## src/rtl/piso_serializer.sv

```systemverilog
// Parallel-in serial-out transmitter: accepts a WIDTH-bit word on a valid/ready
// handshake and shifts it out one bit per clock, supporting gapless back-to-back words.
module piso_serializer #(
  parameter int WIDTH     = 8,
  parameter bit MSB_FIRST = 1'b1
) (
  input  logic             clk,
  input  logic             reset,
  input  logic             load_valid,
  input  logic [WIDTH-1:0] load_data,
  output logic             load_ready,
  output logic             sout,
  output logic             sout_valid,
  output logic             done
);

  localparam int CNT_W = $clog2(WIDTH);
  localparam logic [CNT_W-1:0] LAST = CNT_W'(WIDTH - 1);

  typedef enum logic {
    IDLE  = 1'b0,
    SHIFT = 1'b1
  } state_t;

  state_t           r_state;
  state_t           w_state_nxt;
  logic [WIDTH-1:0] r_shreg;
  logic [WIDTH-1:0] w_shreg_nxt;
  logic [WIDTH-1:0] w_shifted;
  logic [CNT_W-1:0] r_cnt;
  logic [CNT_W-1:0] w_cnt_nxt;
  logic             r_armed;
  logic             w_last;
  logic             w_handshake;

  // r_armed keeps load_ready low while reset is held and until the first edge after release.
  always_ff @(posedge clk or posedge reset) begin
    if (reset) begin
      r_armed <= 1'b0;
    end else begin
      r_armed <= 1'b1;
    end
  end

  assign w_last      = (r_state == SHIFT) && (r_cnt == LAST);
  assign load_ready  = r_armed && ((r_state == IDLE) || w_last);
  assign w_handshake = load_valid && load_ready;

  generate
    if (MSB_FIRST) begin : g_msb
      assign w_shifted = {r_shreg[WIDTH-2:0], 1'b0};
    end else begin : g_lsb
      assign w_shifted = {1'b0, r_shreg[WIDTH-1:1]};
    end
  endgenerate

  always_ff @(posedge clk or posedge reset) begin
    if (reset) begin
      r_state <= IDLE;
      r_shreg <= '0;
      r_cnt   <= '0;
    end else begin
      r_state <= w_state_nxt;
      r_shreg <= w_shreg_nxt;
      r_cnt   <= w_cnt_nxt;
    end
  end

  always_comb begin
    w_state_nxt = r_state;
    w_shreg_nxt = r_shreg;
    w_cnt_nxt   = r_cnt;
    unique case (r_state)
      IDLE: begin
        if (w_handshake) begin
          w_state_nxt = SHIFT;
          w_shreg_nxt = load_data;
          w_cnt_nxt   = '0;
        end
      end
      SHIFT: begin
        if (w_last) begin
          // Reloading here is what makes consecutive words gapless.
          if (w_handshake) begin
            w_shreg_nxt = load_data;
            w_cnt_nxt   = '0;
          end else begin
            w_state_nxt = IDLE;
            w_shreg_nxt = w_shifted;
          end
        end else begin
          w_shreg_nxt = w_shifted;
          w_cnt_nxt   = r_cnt + CNT_W'(1);
        end
      end
      default: begin
        w_state_nxt = IDLE;
      end
    endcase
  end

  // Outputs decode registered state only; nothing reaches them from load_valid.
  assign sout_valid = (r_state == SHIFT);
  assign done       = w_last;
  assign sout       = (r_state == SHIFT) ? (MSB_FIRST ? r_shreg[WIDTH-1] : r_shreg[0]) : 1'b0;

endmodule

```

## config.mk

```make
export PLATFORM = sky130hd
export DESIGN_NAME = piso_serializer
export DESIGN_NICKNAME = d
export VERILOG_FILES = /design/src/rtl/piso_serializer.sv
export SDC_FILE = /design/constraint.sdc
export NUM_CORES = 1
export LEC_CHECK = 0
export ABC_AREA = 1
export CORE_MARGIN = 8
export CORE_UTILIZATION = 40
export CTS_CLUSTER_SIZE = 14
export DETAILED_ROUTE_END_ITERATION = 7
export PLACE_DENSITY_LB_ADDON = 0.12
export SETUP_SLACK_MARGIN = 0.4
export SYNTH_ARGS = -nofsm -noshare
export SYNTH_HDL_FRONTEND = slang
export SYNTH_SLANG_ARGS = --single-unit
```

## constraint.sdc

```tcl
create_clock -name clk -period 1.4 [get_ports clk]
set_clock_uncertainty 0.1 [all_clocks]
set_input_delay 0.14 -clock clk [delete_from_list [all_inputs] [get_ports clk]]
set_output_delay 0.14 -clock clk [all_outputs]
set_load 0.03 [all_outputs]
```

==> reports/qor.txt, run 1 <==
outcome: complete, but fails checks
failing checks: negative setup slack
switching part of the total: 39.3%
# diodes: 0
Psw: 766 uW
Syn Area/Cell: 8.38 um2
post-route worst setup slack: -0.200 ns
First-pass DRT Iterations: 5
full die area: 3420 um2
Yosys cell types: 17
I/O pins: 15
Non-Filler Instances: 139
port bufs: 14
Seq/Total Area, Yosys: 45.1%
synthesis-to-finish area growth: 51.4%
largest net degree at the start of global routing: 11
MaxCap Viol Count: 0
Worst IR Drop VDD: 0.00105 V
drt total wl: 1680 um
vias in the first global route: 630
Clk pin slew, worst setup/hold paths: 0.08 ns
global-route wire length before repair: 2770 um
Final min period: 1.60 ns
Final Util: 63.9%
CP startpoint kind: flop
leakage: 0.566 nW
crit share post-route: 114%
crit path max fanout: 2
clock buffer depth: 2
Root Buffer: clkbuf_4
height of the die: 58.4 um
RSZ-0062 raised after global routing: true
H-tree lvl count: 1
Setup Crit Path Kind: flop to output port
gpl congestion: 0.791
Min-Delay Path Class: primary input to async pin
# placed instances: 128
DR DRC count: 0
Routed wire per std cell: 12.1 um
#FFs+latches synth: 13
initial antenna violation count: 0
Starting Density: 42.2%
core area: 1710 um2
later-pin clock latency in the skew report: 0.27 ns
Place WS: -0.0134 ns
hpwl dp: 1170 um
cells after synthesis: 86
width of the die: 58.4 um
sequential power share: 31.8%
Hold Fails Final Rpt: 0
Final Net Count: 128
Setup crit end kind: output port
max-slew violations: 0
DR iter-0 viols: 9
Reg2Reg Setup Slack: -0.16 ns
CTS tree: built
synthesized cell area: 721 um2
remaining antenna violation count: 0
Tot GR Track Use: 10.2%
GRT overflow: 0
Mapped Nets: 99
Internal: 1.18 mW
pwr/cell area: 1790 nW/um2
# clock sinks: 13
Highest Clock Rate: 0.625 GHz
endpoint arrival time on the critical path: 1.36 ns
Synth area leaders: dfrtp_1 45%, nand2_1 14%, inv_1 8.3%, nand4_1 6.1%, nand3_1 4.9%
# setup viols final: 15
Worst Path Required: 1.16 ns
area leader, netlist: dfrtp_1
vias per cell: 4.51
warnings from Yosys: 0
layout cells sized above 1: 36.0%
area fraction of the dominant cell type after synthesis: 45.1%
row count: 15
Via Count: 627
total CTS buffers: 3
Comb power frac: 56.5%
clock share of power: 11.7%
cells in the mapped netlist:
cell	n
a21oi_2	1
a21oi_4	1
buf_6	3
conb_1	1
dfrtp_1	13
ha_1	2
inv_1	16
inv_2	1
nand2_1	26
nand2_4	1
nand3_1	7
nand3_4	1
nand4_1	7
nor2_1	2
o21ai_0	1
o21ai_1	2
o21ai_4	1
per-layer routing:
metal / GRT usage, % / share of wire, % / wire length [um] / vias to the layer above
li1: - / - / - / 325
met1: 13.4 / 49 / 819 / 291
met2: 15.3 / 45 / 763 / 9
met3: 2.83 / 4.9 / 83 / 2
met4: 4.20 / 0.60 / 10 / 0
met5: 0 / 0 / 0 / -
placed cells by master, fill, tap and decap left out, types with 2 or more instances in the layout:
master,netlist,routed
nand2_1,26,22
inv_1,16,12
dfrtp_1,13,12
clkdlybuf4s50_1,0,10
buf_4,0,10
nand4_1,7,7
nand3_1,7,5
buf_6,3,4
nand2_2,0,3
clkbuf_4,0,3
inv_4,0,2
o21ai_1,2,2
nand3_2,0,2
inv_2,1,2
final timing paths:
path	startpoint	endpoint	cells past startpoint
worst max register to register	r_cnt[1]	r_shreg[3]	9
worst max-delay path	r_cnt[1]	load_ready	7
min in group clk	load_data[0]	r_shreg[0]	3
worst min register to register	r_shreg[2]	r_shreg[2]	2
worst min-delay path	reset	r_shreg[1]	3
max in group asynchronous	reset	sout_valid	3
state kept, by name (all words and copies together), names as in the netlist:
| signal | count |
|---|---|
| r_cnt | 3 |
| sout_valid | 1 |
| r_shreg | 8 |
| r_armed | 1 |
power groups by stage:
stage / sequential [mW] / clock (mW) / combinational (mW)
after floorplan: 0.619 / 0 / 0.566
after global placement: 0.624 / 0 / 0.765
after detailed placement: 0.627 / 0 / 0.786
after CTS: 0.614 / 0.237 / 0.967
after global routing: 0.637 / 0.255 / 1.21
final: 0.619 / 0.229 / 1.10
stage by stage:
| step | total power [mW] | setup TNS [ns] | hold WS, ns | instance area (um2) |
|---|---|---|---|---|
| after floorplan | 1.18 | 0 | -0.0831 | 759 |
| after global placement | 1.39 | 0 | 0.253 | 932 |
| after detailed placement | 1.41 | -0.0249 | 0.249 | 932 |
| after CTS | 1.82 | -1.72 | 0.0680 | 1030 |
| after global routing | 2.10 | -2.61 | 0.0928 | 1090 |
| final | 1.95 | -1.75 | 0.0689 | 1090 |
worst max-delay path, stage by stage (launching register included):
cell and delay (ns):
dfrtp_1 0.40, ha_2 0.20, ha_4 0.16, inv_4 0.06
nand2_8 0.05, inv_4 0.06, nor2_4 0.03, buf_6 0.13
final cells by class:
class                   instances  area [um2]
clock buffers                   4        26.3
fillers                       145         617
inverters                      17        73.8
multi-input cells              53         360
flip-flops and latches         13         327
well taps                      25        31.3
repair buffers                 27         273
repair_timing:
item                                    4_1_cts  5_1_grt
endpoints found under the hold margin         4        0
cloned                                        0        1
buffers inserted                              5        0
hold buffers                                  1        0
pin swaps                                     2        4
endpoints found under the setup margin       16       17
gates resized for setup                       7        9
cells by family after synthesis:
group | Yosys count | share of synthesized area (%)
buf+inv | 20 | 13.5
flops | 13 | 45.1
fa+ha+maj | 2 | 3.47
other cells | 1 | 0.520
simple gates | 44 | 29.5
compound gates | 6 | 7.81
No activity file was read; power rests on OpenSTA's default activity.
==> run 2, diff against run 1 <==
- GPL_ROUTABILITY_DRIVEN: default -> 0
==> results of run 2 <==
No change in the layout: final DEF, timing and power equal those of run 1.
==> run 3, diff against run 2 <==
- clock period: 1.4 -> 1.9 ns (I/O delays scaled with it)
==> reports/qor.txt, run 3 (synthesis gave the netlist of run 1 again) <==
later-pin clock latency in the skew report: 0.27 ns (about the same)
synthesis-to-finish area growth: 33.0%
outcome: finished, final reports clean
Final Net Count: 122 (-4.7%)
most frequent cells in the layout: 26 x nand2_1, 14 x inv_1, 12 x dfrtp_1
max reg flops: 8 (unchanged)
pwr/cell area: 1280 nW/um2 (-29%)
hpwl dp: 1090 um (-7.2%)
GRT overflow: 0 (unchanged)
clock buffer depth: 2 (unchanged)
Reg2Reg Depth: 8 (-1)
largest net degree at the start of global routing: 14 (+3)
Worst IR Drop VDD: 0.000693 V (-34%)
Clk pin slew, worst setup/hold paths: 0.08 ns (about the same)
height of the die: 58.4 um (unchanged)
RSZ-0062 raised after global routing: true
Setup Crit Path Kind: flop to output port
CTS Hold Bufs: 0 (-1)
CP startpoint kind: flop
Largest regs: r_shreg: 8 flops, r_cnt: 3 flops
layout cells sized above 1: 23.1% (-13 points)
DR iter-0 viols: 10 (+1)
Max-slew headroom: 66.0%
I/O pins: 15 (unchanged)
endpoint arrival time on the critical path: 1.36 ns (about the same)
Final min period: 1.65 ns
row count: 15 (unchanged)
Tot GR Track Use: 10.3% (+0.091 points)
total CTS buffers: 3 (unchanged)
leakage: 0.500 nW (-12%)
port bufs: 14 (unchanged)
placed inst area: 906 um2 (-2.8%)
Via Count: 595 (-5.1%)
initial antenna violation count: 0 (unchanged)
max-slew violations: 0 (unchanged)
Top reg by flops: r_shreg
# diodes: 0 (unchanged)
CTS tree: built
vias in the first global route: 603 (-4.3%)
Worst Path Required: 1.61 ns (+0.45 ns)
post-route worst setup slack: 0.247 ns (+0.447 ns)
First-pass DRT Iterations: 4 (-1)
vias per cell: 4.47 (-0.82%)
H-tree lvl count: 1 (unchanged)
worst hold slack: 0.136 ns (+0.0674 ns)
post-route cell area: 958 um2 (-12%)
remaining antenna violation count: 0 (unchanged)
width of the die: 58.4 um (unchanged)
Hold Fails Final Rpt: 0 (unchanged)
MaxCap Viol Count: 0 (unchanged)
Starting Density: 42.2% (unchanged)
# clock sinks: 13 (unchanged)
crit path max fanout: 2 (unchanged)
commonest non-fill, non-tap cell in the layout: nand2_1
Routed wire per std cell: 12.0 um (-0.91%)
Place WS: 0.0172 ns (+0.0306 ns)
crit share post-route: 87.0%
core area: 1710 um2 (unchanged)
global-route wire length before repair: 2700 um (-2.2%)
Final Util: 56.1% (-7.8 points)
Min-Delay Path Class: primary input to async pin
# setup viols final: 0 (-15)
Setup crit end kind: output port
drt total wl: 1590 um (-5.2%)
Root Buffer: clkbuf_4
DR DRC count: 0 (unchanged)
full die area: 3420 um2 (unchanged)
Highest Clock Rate: 0.605 GHz
Setup TNS: 0 ns (+1.75 ns)
actual slew at the worst max-slew pin: 0.509 ns
run 3: cell count changes in the layout (fill, tap and decap cells not counted), sizes merged:
cell,change
clkdlybuf4s15,+1
clkbuf,-1
dlygate4sd2,+1
buf,-6
dlymetal6s4s,-1
run 3: final timing paths:
kind                                    from    endpoint  slack (ns)
worst max register to register      r_cnt[1]  r_shreg[4]        0.40
worst min-delay path                   reset  r_shreg[2]        0.14
min in group clk                load_data[0]  r_shreg[0]        0.35
max in group asynchronous              reset  sout_valid        1.20
worst min register to register    r_shreg[0]  r_shreg[0]        0.40
worst max-delay path                r_cnt[1]  load_ready        0.25
run 3: routing by layer:
layer,vias up,routed length [um],global-route usage (%)
met5,-,0,0
met4,0,14,3.15
met3,2,102,5.43
met2,13,740,15.1
met1,267,733,12.6
li1,313,-,-
run 3: report_power, final:
part           switching (mW)  internal (mW)
logic                   0.335          0.275
registers              0.0681          0.377
clock network          0.0864         0.0813
total                   0.490          0.733
run 3: critical path, cell delays in order, from the launching register on:
cell and delay (ns):
dfrtp_1 0.39, ha_2 0.21, ha_4 0.17, inv_2 0.06, nand2_4 0.04, inv_2 0.05, nor2_2 0.03, buf_6 0.13
run 3: what timing repair did:
action                     4_1_cts  5_1_grt
resized for setup               18        8
setup endpoints to repair       10       13
buffers inserted                 0        1
pin swaps                        0        1
cloned                           0        0
run 3: layout make-up:
class / count / area (um2)
fill: 156 / 749
sequential: 13 / 327
multi-input combinational: 53 / 315
timing repair buffer: 21 / 195
inverter: 17 / 63.8
tap: 25 / 31.3
clock buffer: 4 / 26.3
run 3: per-stage QoR:
step,power (mW),instances
after global routing,1.32,133
after detailed placement,1.00,128
after CTS,1.17,132
after global placement,0.986,128
after floorplan,0.802,86
final,1.22,133
